[config.mk]
export PLATFORM = sky130hd
export DESIGN_NAME = jtkicker_rom_slot_flat
export DESIGN_NICKNAME = d
export VERILOG_FILES = /design/src/rtl/jtkicker_rom_slot_if.sv /design/src/rtl/jtkicker_rom_slot.sv /design/src/flat_wrapper.sv
export SDC_FILE = /design/constraint.sdc
export NUM_CORES = 1
export LEC_CHECK = 0
export CAP_MARGIN = 15
export CORE_MARGIN = 2
export CORE_UTILIZATION = 30
export CTS_CLUSTER_SIZE = 24
export DETAILED_ROUTE_END_ITERATION = 8
export PLACE_DENSITY = 0.48
export SYNTH_ARGS = -nofsm -noshare
export SYNTH_HDL_FRONTEND = slang
export SYNTH_SLANG_ARGS = --single-unit
[constraint.sdc]
create_clock -name clk -period 5.95 [get_ports clk]
set_input_delay 0.8925 -clock clk [delete_from_list [all_inputs] [get_ports clk]]
set_output_delay 0.8925 -clock clk [all_outputs]
set_load 0.03 [all_outputs]
[src/rtl/jtkicker_rom_slot_if.sv]
// Bundle of the renderer-side ROM port and the SDRAM-controller port of one ROM slot.
// The slave modport is the slot itself; the master modport is whatever drives it
// (renderer plus SDRAM controller, or a testbench standing in for both).
interface jtkicker_rom_slot_if #(
    parameter int AW  = 13,
    parameter int SDW = 22
) ();
    logic            flush;
    logic [AW-1:0]   rom_addr;
    logic            rom_cs;
    logic            rom_ok;
    logic [31:0]     rom_data;
    logic [SDW-1:0]  sdram_addr;
    logic            sdram_req;
    logic            sdram_ack;
    logic            sdram_rdy;
    logic [15:0]     sdram_din;

    modport master (
        output flush, rom_addr, rom_cs, sdram_ack, sdram_rdy, sdram_din,
        input  rom_ok, rom_data, sdram_addr, sdram_req
    );

    modport slave (
        input  flush, rom_addr, rom_cs, sdram_ack, sdram_rdy, sdram_din,
        output rom_ok, rom_data, sdram_addr, sdram_req
    );
endinterface

[src/rtl/jtkicker_rom_slot.sv]
// SDRAM-side responder for a 32-bit graphics ROM client. Hits in a two-entry word
// cache answer in the same cycle; a miss fetches the word as two 16-bit beats
// (low half first) and fills the entry selected by a round-robin victim pointer.
module jtkicker_rom_slot #(
    parameter int             AW     = 13,
    parameter int             SDW    = 22,
    parameter logic [SDW-1:0] OFFSET = '0
) (
    input  logic                   clk,
    input  logic                   rst_n,
    jtkicker_rom_slot_if.slave     bus
);
    typedef enum logic [1:0] {IDLE, REQ, BEAT0, BEAT1} state_t;

    state_t          state_q, state_d;
    logic [AW-1:0]   req_addr_q, req_addr_d;
    logic [SDW-1:0]  sdram_addr_q, sdram_addr_d;
    logic            sdram_req_q, sdram_req_d;
    logic [15:0]     lo_q, lo_d;
    logic            victim_q, victim_d;
    // Set when a flush lands while a fetch is in flight, so that fill is dropped.
    logic            discard_q, discard_d;

    logic            valid_q [2];
    logic            valid_d [2];
    logic [AW-1:0]   tag_q   [2];
    logic [AW-1:0]   tag_d   [2];
    logic [31:0]     data_q  [2];
    logic [31:0]     data_d  [2];

    logic [1:0]      hit;
    logic            hit_any;
    logic            fill;

    genvar gi;
    generate
        for (gi = 0; gi < 2; gi++) begin : g_hit
            assign hit[gi] = valid_q[gi] && (tag_q[gi] == bus.rom_addr);
        end
    endgenerate

    assign hit_any = |hit;

    // Client-facing outputs are combinational so a hit costs no wait state.
    always_comb begin
        bus.rom_ok     = bus.rom_cs && hit_any;
        bus.rom_data   = hit[1] ? data_q[1] : data_q[0];
        bus.sdram_addr = sdram_addr_q;
        bus.sdram_req  = sdram_req_q;
    end

    // State register plus all datapath registers.
    always_ff @(posedge clk or negedge rst_n) begin
        if (!rst_n) begin
            state_q      <= IDLE;
            req_addr_q   <= '0;
            sdram_addr_q <= '0;
            sdram_req_q  <= 1'b0;
            lo_q         <= '0;
            victim_q     <= 1'b0;
            discard_q    <= 1'b0;
            for (int i = 0; i < 2; i++) begin
                valid_q[i] <= 1'b0;
                tag_q[i]   <= '0;
                data_q[i]  <= '0;
            end
        end else begin
            state_q      <= state_d;
            req_addr_q   <= req_addr_d;
            sdram_addr_q <= sdram_addr_d;
            sdram_req_q  <= sdram_req_d;
            lo_q         <= lo_d;
            victim_q     <= victim_d;
            discard_q    <= discard_d;
            for (int i = 0; i < 2; i++) begin
                valid_q[i] <= valid_d[i];
                tag_q[i]   <= tag_d[i];
                data_q[i]  <= data_d[i];
            end
        end
    end

    // Next-state logic: a started fetch always runs to the second beat.
    always_comb begin
        state_d = state_q;
        case (state_q)
            IDLE:    if (bus.rom_cs && !hit_any && !bus.flush) state_d = REQ;
            REQ:     if (bus.sdram_ack) state_d = bus.sdram_rdy ? BEAT1 : BEAT0;
            BEAT0:   if (bus.sdram_rdy) state_d = BEAT1;
            BEAT1:   if (bus.sdram_rdy) state_d = IDLE;
            default: state_d = IDLE;
        endcase
    end

    // Datapath next values: request launch, beat capture, cache fill and flush.
    always_comb begin
        req_addr_d   = req_addr_q;
        sdram_addr_d = sdram_addr_q;
        sdram_req_d  = sdram_req_q;
        lo_d         = lo_q;
        victim_d     = victim_q;
        discard_d    = discard_q;
        for (int i = 0; i < 2; i++) begin
            valid_d[i] = valid_q[i];
            tag_d[i]   = tag_q[i];
            data_d[i]  = data_q[i];
        end

        if (state_q == IDLE && state_d == REQ) begin
            req_addr_d   = bus.rom_addr;
            // Sum wraps modulo 2^SDW by truncation.
            sdram_addr_d = OFFSET + SDW'({bus.rom_addr, 1'b0});
            sdram_req_d  = 1'b1;
            discard_d    = 1'b0;
        end

        if (state_q == REQ && bus.sdram_ack) begin
            sdram_req_d = 1'b0;
            if (bus.sdram_rdy) lo_d = bus.sdram_din;
        end

        if (state_q == BEAT0 && bus.sdram_rdy) lo_d = bus.sdram_din;

        if (bus.flush && state_q != IDLE) discard_d = 1'b1;

        fill = (state_q == BEAT1) && bus.sdram_rdy && !discard_q && !bus.flush;
        if (fill) victim_d = ~victim_q;

        for (int i = 0; i < 2; i++) begin
            if (bus.flush) begin
                valid_d[i] = 1'b0;
            end else if (fill && victim_q == 1'(i)) begin
                valid_d[i] = 1'b1;
                tag_d[i]   = req_addr_q;
                data_d[i]  = {bus.sdram_din, lo_q};
            end
        end
    end
endmodule

[src/flat_wrapper.sv]
// flat-port wrapper written by rule: the top's interface ports become plain ports
module jtkicker_rom_slot_flat 
#(
    parameter int             AW     = 13,
    parameter int             SDW    = 22,
    parameter logic [SDW-1:0] OFFSET = '0
)
  (clk, rst_n, bus_flush, bus_rom_addr, bus_rom_cs, bus_sdram_ack, bus_sdram_rdy, bus_sdram_din, bus_rom_ok, bus_rom_data, bus_sdram_addr, bus_sdram_req);
  jtkicker_rom_slot_if #(.AW(AW), .SDW(SDW)) bus_i ();
  input  logic clk;
  input  logic rst_n;
  input wire logic [$bits(bus_i.flush)-1:0] bus_flush;
  input wire logic [$bits(bus_i.rom_addr)-1:0] bus_rom_addr;
  input wire logic [$bits(bus_i.rom_cs)-1:0] bus_rom_cs;
  input wire logic [$bits(bus_i.sdram_ack)-1:0] bus_sdram_ack;
  input wire logic [$bits(bus_i.sdram_rdy)-1:0] bus_sdram_rdy;
  input wire logic [$bits(bus_i.sdram_din)-1:0] bus_sdram_din;
  output wire logic [$bits(bus_i.rom_ok)-1:0] bus_rom_ok;
  output wire logic [$bits(bus_i.rom_data)-1:0] bus_rom_data;
  output wire logic [$bits(bus_i.sdram_addr)-1:0] bus_sdram_addr;
  output wire logic [$bits(bus_i.sdram_req)-1:0] bus_sdram_req;
  assign bus_i.flush = bus_flush;
  assign bus_i.rom_addr = bus_rom_addr;
  assign bus_i.rom_cs = bus_rom_cs;
  assign bus_i.sdram_ack = bus_sdram_ack;
  assign bus_i.sdram_rdy = bus_sdram_rdy;
  assign bus_i.sdram_din = bus_sdram_din;
  assign bus_rom_ok = bus_i.rom_ok;
  assign bus_rom_data = bus_i.rom_data;
  assign bus_sdram_addr = bus_i.sdram_addr;
  assign bus_sdram_req = bus_i.sdram_req;
  jtkicker_rom_slot #(.AW(AW), .SDW(SDW), .OFFSET(OFFSET)) u_core (.clk(clk), .rst_n(rst_n), .bus(bus_i));
endmodule
; ---- Word-level counts from Yosys, hierarchy flattened
; Cells that the tools add are included.
[classes]
n_eq_ne = 6
n_reduce_logical = 29
muxes = 18
n_bitwise = 2
[op_table]
columns = operator, count
row1 = 2-to-1 mux 16 bit, 3
row2 = 2-to-1 mux 32 bit, 1
row3 = equality test 13 bit, 2
row4 = logical AND 1 bit, 14
row5 = nonzero test 2 bit, 7
row6 = 2-to-1 mux 1 bit, 9
row7 = 2-to-1 mux 2 bit, 4
row8 = case mux 2 bit (4 select lines), 1
row9 = AND reduction 2 bit, 3
row10 = "equality test 2 x 1 -> 1 bit, second input constant", 2
row11 = "equality test 2 bit, second input constant", 2
row12 = zero test 1 bit, 3
row13 = zero test 2 bit, 1
row14 = NOT 1 bit, 2
row15 = OR reduction 2 bit, 1
[totals]
inputBits = 35
output_inout_bits = 56
reg_bits = 126
wordCells = 67

; ---- Depth between registers and ports, before layout
[logic_depth]
word_depth = 12
ltp_mapped = 6
ltp_nobuf = 5

; ---- Worst setup path after synthesis
; OpenSTA, ideal clock, no wires.
[synth_path]
path_type = input-to-output
start = in bus_rom_addr[0]
end = out bus_rom_data[4]
setup_slack_ps = 2773
arrival_ps = 2284
required_time_ps = 5058
stages = 5
path_buffers = 1
path_cell_list = xnor2_1 > nand4_1 > nor4_4 > buf_4 > mux2_1
[synth_via]
elab_chain_len = 3
[synth_rtl]
columns = element, line
row1 = "start, declared", flat_wrapper.sv:13  ; input wire logic [$bits(bus_i.rom_addr)-1:0] bus_rom_addr;
row2 = equality test 13 bit, jtkicker_rom_slot.sv:38  ; assign hit[gi] = valid_q[gi] && (tag_q[gi] == bus.rom_addr);
row3 = logical AND 1 bit, jtkicker_rom_slot.sv:38
row4 = 2-to-1 mux 32 bit, jtkicker_rom_slot.sv:47  ; bus.rom_data = hit[1] ? data_q[1] : data_q[0];
row5 = "end, declared", flat_wrapper.sv:19  ; output wire logic [$bits(bus_i.rom_data)-1:0] bus_rom_data;
; Every way passes these cells.

; ---- Worst setup path after layout
[layout_path]
start = in bus_rom_addr[9]
end = out bus_rom_data[9]
; The elaborated chain is that of the path after synthesis.

==> metrics.txt <==
total power between 3000 and 4000 uW; Syn. warnings 0; Fmax about 220 MHz; crit end category output pin; H-tree depth 4; CTS tree done; status finished clean; hold-fix buffers at CTS 0; Min Hold Slack approximately 0.33 ns; VDD IR max roughly 0.00021 V; Placed Area 6580 um^2; cell area after layout approximately 7200 um^2; maximum root-to-sink buffer count 2; #FFs+latches synth 126; Root Driver clkbuf_16; core area around 18000 um^2; Hold Crit Class in -> async; CP startpoint kind input pin; Tcrit/Tclk final 0.771; Pleak 0.00329 uW; final core occ 0.399; Placer Congestion around 0.68; via count approximately 3200; final setup TNS 0 ns; final hold violation count 0; FF-to-FF path depth 5; Die W ~140 um; grt ovf 0; maximum capacitance violations 0; R2R Setup Slk ~3.7 ns; Rows between 40 and 50; synthesis-to-finish area growth 29.6%; cts bufs inserted 17; CTS sink count around 130; Avg Vias per Cell ~4.6; largest net degree at the start of global routing 82; Critical Path Fanout Max 32; register area share after synthesis 0.564; min cycle time layout roughly 4.6 ns; CP Class in -> out; DPL Wire Length around 7.8 mm; Slew HR 0.268; Gates resized, CTS repair 0; initial antenna violation count 0; die height 141 um; Worst-Margin Slew 1.09 ns; reg2reg start u_core.tag_q[21]$_DFFE_PN0P_; final wirelength approximately 12 mm; drt first pass iters 4; Clock Latency Late Sink around 0.41 ns; port bufs 81; RSZ-0062 raised after global routing no; required time of the critical path around 5.1 ns; count of final setup violators 0; final-report max-slew violation count 0; skew final between 0.009 and 0.01 ns; setup repair bufs after CTS 0; antenna diode count 0; first-pass GRT wire length 19.6 mm; Netlist Area Pre-Place ~5600 um^2; Die Area around 20000 um^2; fin nets 497; Routed Antenna Nets 0; io pins 91; Avg WL per Cell between 15 and 20 um; DRT iter0 DRCs ~120; residual DRC count 0; Filler cells approximately 1700; Syn Inst Count 370; layout cells sized above 1 0.400; Netlist cell types 28; CP arrival between 3 and 4 ns; GR Util All Layers 0.130; syn avg cell area approximately 15 um^2; reg2reg end u_core.bus.sdram_addr[13]$_DFFE_PN0P_; Reg clk slew, reported paths around 0.060 ns; vias in the first global route roughly 3600; power density over the cells approximately 480 nW/um^2; Starting Density 0.308
## sequential cells by signal (all words and copies together), names as in the netlist
name / count
u_core.data_q: 64
u_core.bus.sdram_req: 1
u_core.state_q: 2
u_core.tag_q: 26
u_core.bus.sdram_addr: 13
u_core.valid_q: 2
u_core.discard_q: 1
u_core.lo_q: 16
u_core.victim_q: 1
## synth_stat cells, drive strengths merged
cell type | count | area, um^2
nand4 | 8 | 50.1
nor4 | 4 | 70.1
nand2b | 1 | 6.26
inv | 4 | 15.0
nand3 | 3 | 15.0
xnor2 | 22 | 193
a21o | 2 | 16.3
mux2 | 151 | 1730
a211oi | 1 | 20.0
xor2 | 5 | 43.8
nor2b | 1 | 6.26
o21bai | 1 | 7.51
dfrtp | 126 | 3150
a21oi | 3 | 15.0
conb | 1 | 3.75
nand2 | 7 | 28.8
nor2 | 2 | 7.51
o21ai | 4 | 20.0
nor3 | 1 | 10.0
and3 | 1 | 11.3
buf | 22 | 171
## metal layers
| metal | track usage | wire length, um | up-vias |
|---|---|---|---|
| met2 | 0.204 | 5610 | 89 |
| met1 | 0.169 | 5710 | 1639 |
| met4 | 0.0442 | 122 | 0 |
| met3 | 0.0424 | 587 | 13 |
| met5 | 0 | 0 | - |
| li1 | - | - | 1484 |
## worst max path at each step
| stage | startpoint | endpoint | slack, ns | depth (start not counted) |
|---|---|---|---|---|
| 5_1_grt | bus_rom_addr[9] | bus_rom_data[14] | 1.21 | 7 |
| 3_3_place_gp | bus_rom_addr[1] | bus_rom_data[9] | 1.30 | 7 |
| 2_1_floorplan | bus_rom_addr[0] | bus_rom_data[4] | 2.77 | 5 |
| 3_5_place_dp | bus_rom_addr[9] | bus_rom_data[9] | 1.32 | 7 |
| 6_report | bus_rom_addr[9] | bus_rom_data[9] | 1.36 | 7 |
| 4_1_cts | bus_rom_addr[9] | bus_rom_data[9] | 1.29 | 7 |
## placed cells by master (no fill, tap or decap), drive strengths merged, types with 3 or more instances in the layout
cell / n
o21ai: 4
dfrtp: 126
clkbuf: 22
nand3: 3
xnor2: 22
inv: 4
xor2: 5
nand2: 7
buf: 7
clkinv: 5
nand4: 8
conb: 9
a21oi: 3
nor4: 4
bufinv: 4
mux2: 151
clkdlybuf4s50: 80
## final cells by class
class | count | area (um^2) | area share
sequential | 126 | 3150 | 0.435
multi-input combinational | 226 | 2280 | 0.315
timing repair buffer | 87 | 873 | 0.121
clock buffer | 22 | 474 | 0.0655
tap | 229 | 287 | 0.0396
clock inverter | 10 | 160 | 0.0221
inverter | 4 | 15.0 | 0.00207
## stage by stage
stage	setup slack, ns	instances
floorplan	2.77	378
global placement	1.30	671
detailed placement	1.32	671
CTS	1.29	703
global route	1.21	704
finish	1.36	704
## cell families (layout without fill, tap and decap cells)
kind of cell              count (synthesis)  in the layout  share of synthesized area
AOI/OAI and AO/OA                        11             11                     0.0141
xor gates and xnor gates                 27             27                     0.0423
buffers and inverters                    26            123                     0.0333
DFF                                     126            126                      0.564
muxes                                   151            151                      0.309
other                                     1              9                   0.000671
and+or+nand+nor                          28             28                     0.0367
## worst max-delay path: stages
cell	delay, ns
clkdlybuf4s50_1	0.49
xnor2_1	0.31
nand4_1	0.19
nor4_4	0.29
buf_4	0.46
mux2_2	0.43
clkdlybuf4s50_1	0.61
## where the power goes
part / internal (uW) / leakage, uW / switching, uW
logic: 545 / 0.00133 / 488
registers: 1150 / 0.00165 / 203
clock network: 733 / 0.000310 / 376
total: 2430 / 0.00329 / 1070
Note: power is estimated with default switching activity, not from simulation.
==> patch 1, RTL diff (same settings) <==
Take the reset off `sdram_addr_q` and load it in a clocked block of its own.
--- a/src/rtl/jtkicker_rom_slot.sv
+++ b/src/rtl/jtkicker_rom_slot.sv
@@ -56,3 +56,2 @@
             req_addr_q   <= '0;
-            sdram_addr_q <= '0;
             sdram_req_q  <= 1'b0;
@@ -69,3 +68,2 @@
             req_addr_q   <= req_addr_d;
-            sdram_addr_q <= sdram_addr_d;
             sdram_req_q  <= sdram_req_d;
@@ -80,2 +78,6 @@
         end
+    end
+
+    always_ff @(posedge clk) begin
+        sdram_addr_q <= sdram_addr_d;
     end
Check against the original RTL: not equivalent (a bounded check fails within 4 cycles, from zero or initial values and one cycle with rst_n low).
==> patch 1 against the unedited design <==
Highest routed layer unchanged; total power decreased by 3.6%; clock skew decreased by 3.2 ps; critical path type unchanged; sequential power grew 7%; critical endpoint is now bus_rom_data[13]; sequential cell count grew 13; wire length rose by 3.3%; worst setup slack worse by 80 ps; cell area grew 4.8%; area after synthesis up 7.1%.
==> patch 1: results (changes against the unedited design) <==
Final layout
  – Buffers outside the clock class: 86 (-1.1%)
  – Final-layout non-clock buffer area share: 0.1115 (-0.009096)
  – Non-Filler Instances: 752 (+6.8%)
  – Filler cells: 1,862 (+9.5%)
  – Post-layout nets: 509 (+2.4%)
  – Seq_cells: 139 (+10%)
  – Area taken by multi-input logic gates: 2277 um2 (-0.16%)
  – Clock network area share: 0.07569 (-0.01189)
  – Share of post-route cells with drive strength above 1: 0.3901 (-0.009856)
  – Final Util: 0.3886 (-0.01056)

Global route
  – Total Routing Usage GR: 0.1246 (-0.005147)
  – Pin count of the biggest net entering global routing: 79 (-3.7%)
  – Global-route wire length before repair: 20,450 um (+4.2%)
  – GR Util met3: 0.04119 (-0.001198)
  – GRT met2 Usage: 0.2014 (-0.002913)

Synthesis
  – Largest cells by area after synthesis: dfrtp_1, mux2_2, edfxtp_1, xnor2_1, mux2_4
  – Commonest cells in the netlist: mux2_2, dfrtp_1, xnor2_1, edfxtp_1, buf_4
  – Seq/Total Area, Yosys: 0.5921 (+0.02809)
  – Mux cell area share after synthesis: 0.2879 (-0.02097)
  – Compound-Gate Fraction of Synth Area: 0.01317 (-0.0009286)
  – Post-synth EDFFs: 13 (+13)
  – Post-Synthesis Cells: 383 (+3.5%)
  – Ys async rst share: 0.9065 (-0.09353)
  – Xor and xnor area share after synthesis: 0.03951 (-0.002786)

Routing
  – Initial DRC count: 98 (-16%)
  – Detail Route met2 WL: 5938 um (+5.8%)
  – Vias/cell: 4.527 (-1.2%)
  – Wl on met1: 5675 um (-0.61%)
  – Post-Route WL: 12,430 um (+3.3%)

Outcome
  – Result of the run: complete, no violations

STA
  – Post-Route Skew: 5.996 ps (-3.228 ps)
  – Relative slew margins: 0.3268 (+0.05897)

Pwr
  – LEAKAGE: 0.003357 uW (+2.0%)
  – Peak VDD IR: 0.0002085 V (-2.2%)

Place
  – Hpwl dp: 7947 um (+2.1%)
  – Placed insts: 720 (+7.3%)
  – Dpl cell area: 7013 um2 (+6.6%)
  – GPL Wtd Cong: 0.6760 (-1.2%)
  – Pre-CTS WS: 1242 ps (-73.65 ps)

Worst hold path
  – Worst hold-check path type: reg -> reg

CTS
  – Postcts setup bufs: 0 (unchanged)

Die
  – Die Area: 21,090 um2 (+6.8%)
[patch 1: cell types whose count changed after synthesis]
cell	unedited run	this run
mux2_2	138	140
mux2_4	7	6
mux2_1	6	5
buf_4	12	10
edfxtp_1	0	13
buf_6	5	7
[patch 1: worst paths after layout]
kind                                        start  slack [ps]              endpoint  depth (start not counted)
worst min register to register  u_core.data_q[50]         480     u_core.data_q[50]                          1
worst min-delay path            u_core.data_q[50]         480     u_core.data_q[50]                          1
worst max register to register   u_core.tag_q[10]        3690  u_core.req_addr_q[3]                          6
min in group asynchronous                   rst_n         630  u_core.bus.sdram_req                          1
max in group asynchronous                   rst_n        4100     u_core.data_q[61]                          2
worst max-delay path             bus_rom_addr[10]        1280      bus_rom_data[13]                          7
[patch 1: report_power, final]
part | switching [uW] | total, uW | leakage [uW] | internal (uW)
Combinational | 408 | 890 | 0.00131 | 482
Clock | 414 | 1030 | 0.000275 | 616
Sequential | 187 | 1450 | 0.00177 | 1260
Total | 1010 | 3370 | 0.00336 | 2360
==> patch 2, RTL diff (same settings) <==
Made on the original files. `AW` is set to 13 in 3 places; all go to 14.
--- a/src/rtl/jtkicker_rom_slot_if.sv
+++ b/src/rtl/jtkicker_rom_slot_if.sv
@@ -4,3 +4,3 @@
 interface jtkicker_rom_slot_if #(
-    parameter int AW  = 13,
+    parameter int AW  = 14,
     parameter int SDW = 22
--- a/src/rtl/jtkicker_rom_slot.sv
+++ b/src/rtl/jtkicker_rom_slot.sv
@@ -4,3 +4,3 @@
 module jtkicker_rom_slot #(
-    parameter int             AW     = 13,
+    parameter int             AW     = 14,
     parameter int             SDW    = 22,
--- a/src/flat_wrapper.sv
+++ b/src/flat_wrapper.sv
@@ -3,3 +3,3 @@
 #(
-    parameter int             AW     = 13,
+    parameter int             AW     = 14,
     parameter int             SDW    = 22,
Ports: changed (resized bus_rom_addr); port bits go from 91 to 92. No check against the original RTL was run, so the function may have changed too.
==> patch 2 against the unedited design <==
Worst setup slack improved by 64 ps; wire length down 0.20%; sequential cell count up 3; total power decreased by 3.5%; cell area about the same; clock power fell by 16%; global-route usage is 0.37 points lower; non-clock buffer count rose by 2; area after synthesis grew 1.6%; worst hold slack improved by 160 ps; critical path depth did not move; count of clock-buffer cells in the layout fell by 1; critical path type unchanged; critical endpoint is now bus_rom_data[24]; highest routed layer unchanged.
==> patch 2: results (changes against the unedited design) <==
Global route
  – Global-route wire length before repair: 19,310 um (-1.6%)
  – Number of global-route vias before repair: 3,630 (+1.7%)

Pwr
  – LEAKAGE: 0.003252 uW (-1.2%)
  – Peak VDD IR: 0.0001894 V (-11%)

Routing
  – Initial DRC count: 99 (-15%)
  – First drt pass iteration count: 5 (+1)
  – Vias/cell: 4.541 (-0.87%)
  – Detail Route met2 WL: 5607 um (about the same)
  – Routed wl met3: 573 um (-2.4%)
  – Drt wl/cell: 16.75 um (-2.0%)

Worst setup path
  – Crit path DAT: 3630 ps (-60 ps)
  – Crit Path Max Fanout: 21 (-34%)

Final layout
  – Top Registers: u_core.data_q (64), u_core.tag_q (28), u_core.lo_q (16)
  – Share of post-route cells with drive strength above 1: 0.4017 (+0.001656)
  – Post-layout nets: 506 (+1.8%)

Worst hold path
  – Worst hold-check path type: reg -> reg

Synthesis
  – Mux cell area share after synthesis: 0.3100 (+0.001117)
  – Seq/Total Area, Yosys: 0.5684 (+0.004396)
  – Compound-Gate Fraction of Synth Area: 0.01080 (-0.003305)
  – Post-Synthesis Cells: 378 (+2.2%)
  – Commonest cells in the netlist: mux2_2, dfrtp_1, xnor2_1, buf_4, nand4_1
  – Unique masters post-synth: 29 (+3.6%)

Outcome
  – Result of the run: complete, no violations

Place
  – Hpwl dp: 8083 um (+3.9%)
  – Port bufs: 83 (+2.5%)
  – GPL Wtd Cong: 0.7471 (+9.2%)

STA
  – Post-Route Skew: 9.180 ps (-0.04346 ps)
## patch 2: path summary, 6_finish.rpt
kind	from	endpoint	slack, ps	depth (start not counted)
max	bus_rom_addr[1]	bus_rom_data[24]	1430	7
max in group asynchronous	rst_n	u_core.tag_q[8]	4030	2
min in group asynchronous	rst_n	u_core.data_q[49]	570	1
min reg2reg	u_core.bus.sdram_req	u_core.bus.sdram_req	480	1
min	u_core.bus.sdram_req	u_core.bus.sdram_req	480	1
max reg2reg	u_core.state_q[0]	u_core.data_q[1]	3730	5
## patch 2: where the power goes
part / internal, uW / switching, uW
Combinational: 562 / 502
Clock: 569 / 363
Sequential: 1180 / 202
## patch 2: layer usage
metal | global-route usage | up-vias
met5 | 0 | -
met4 | 0.04842 | 0
met3 | 0.04084 | 12
met2 | 0.2018 | 67
met1 | 0.1593 | 1664
li1 | - | 1513
## patch 2: worst max-delay path, stage by stage
cell and delay (ps):
clkdlybuf4s50_1 480, xnor2_1 360, nand4_1 210, nor4_4 330, buf_4 350, mux2_2 390
clkdlybuf4s50_1 600
## patch 2: area by class of cell
class,count,area (um2)
inverters,4,15.01
well taps,234,292.8
flip-flops and latches,129,3228
repair buffers,89,873.3
multi-input cells,229,2303
clock inverters,11,91.34
fillers,1752,11400
clock buffers,21,440.4
## patch 2: stage by stage
step / util / hold WS (ps) / cell area [um2]
6_report: 0.3886 / 483.8 / 7244
5_1_grt: 0.3886 / 509.2 / 7244
4_1_cts: 0.3886 / 487.0 / 7244
3_5_place_dp: 0.3601 / 474.4 / 6713
3_3_place_gp: 0.3601 / 470.0 / 6713
2_1_floorplan: - / 453.3 / 5705
## patch 2: logic make-up after synthesis
kind of cell | Yosys count
AOI/OAI and AO/OA | 10
xor gates and xnor gates | 29
buffers and inverters | 27
DFF | 129
muxes | 154
other | 1
and+or+nand+nor | 28
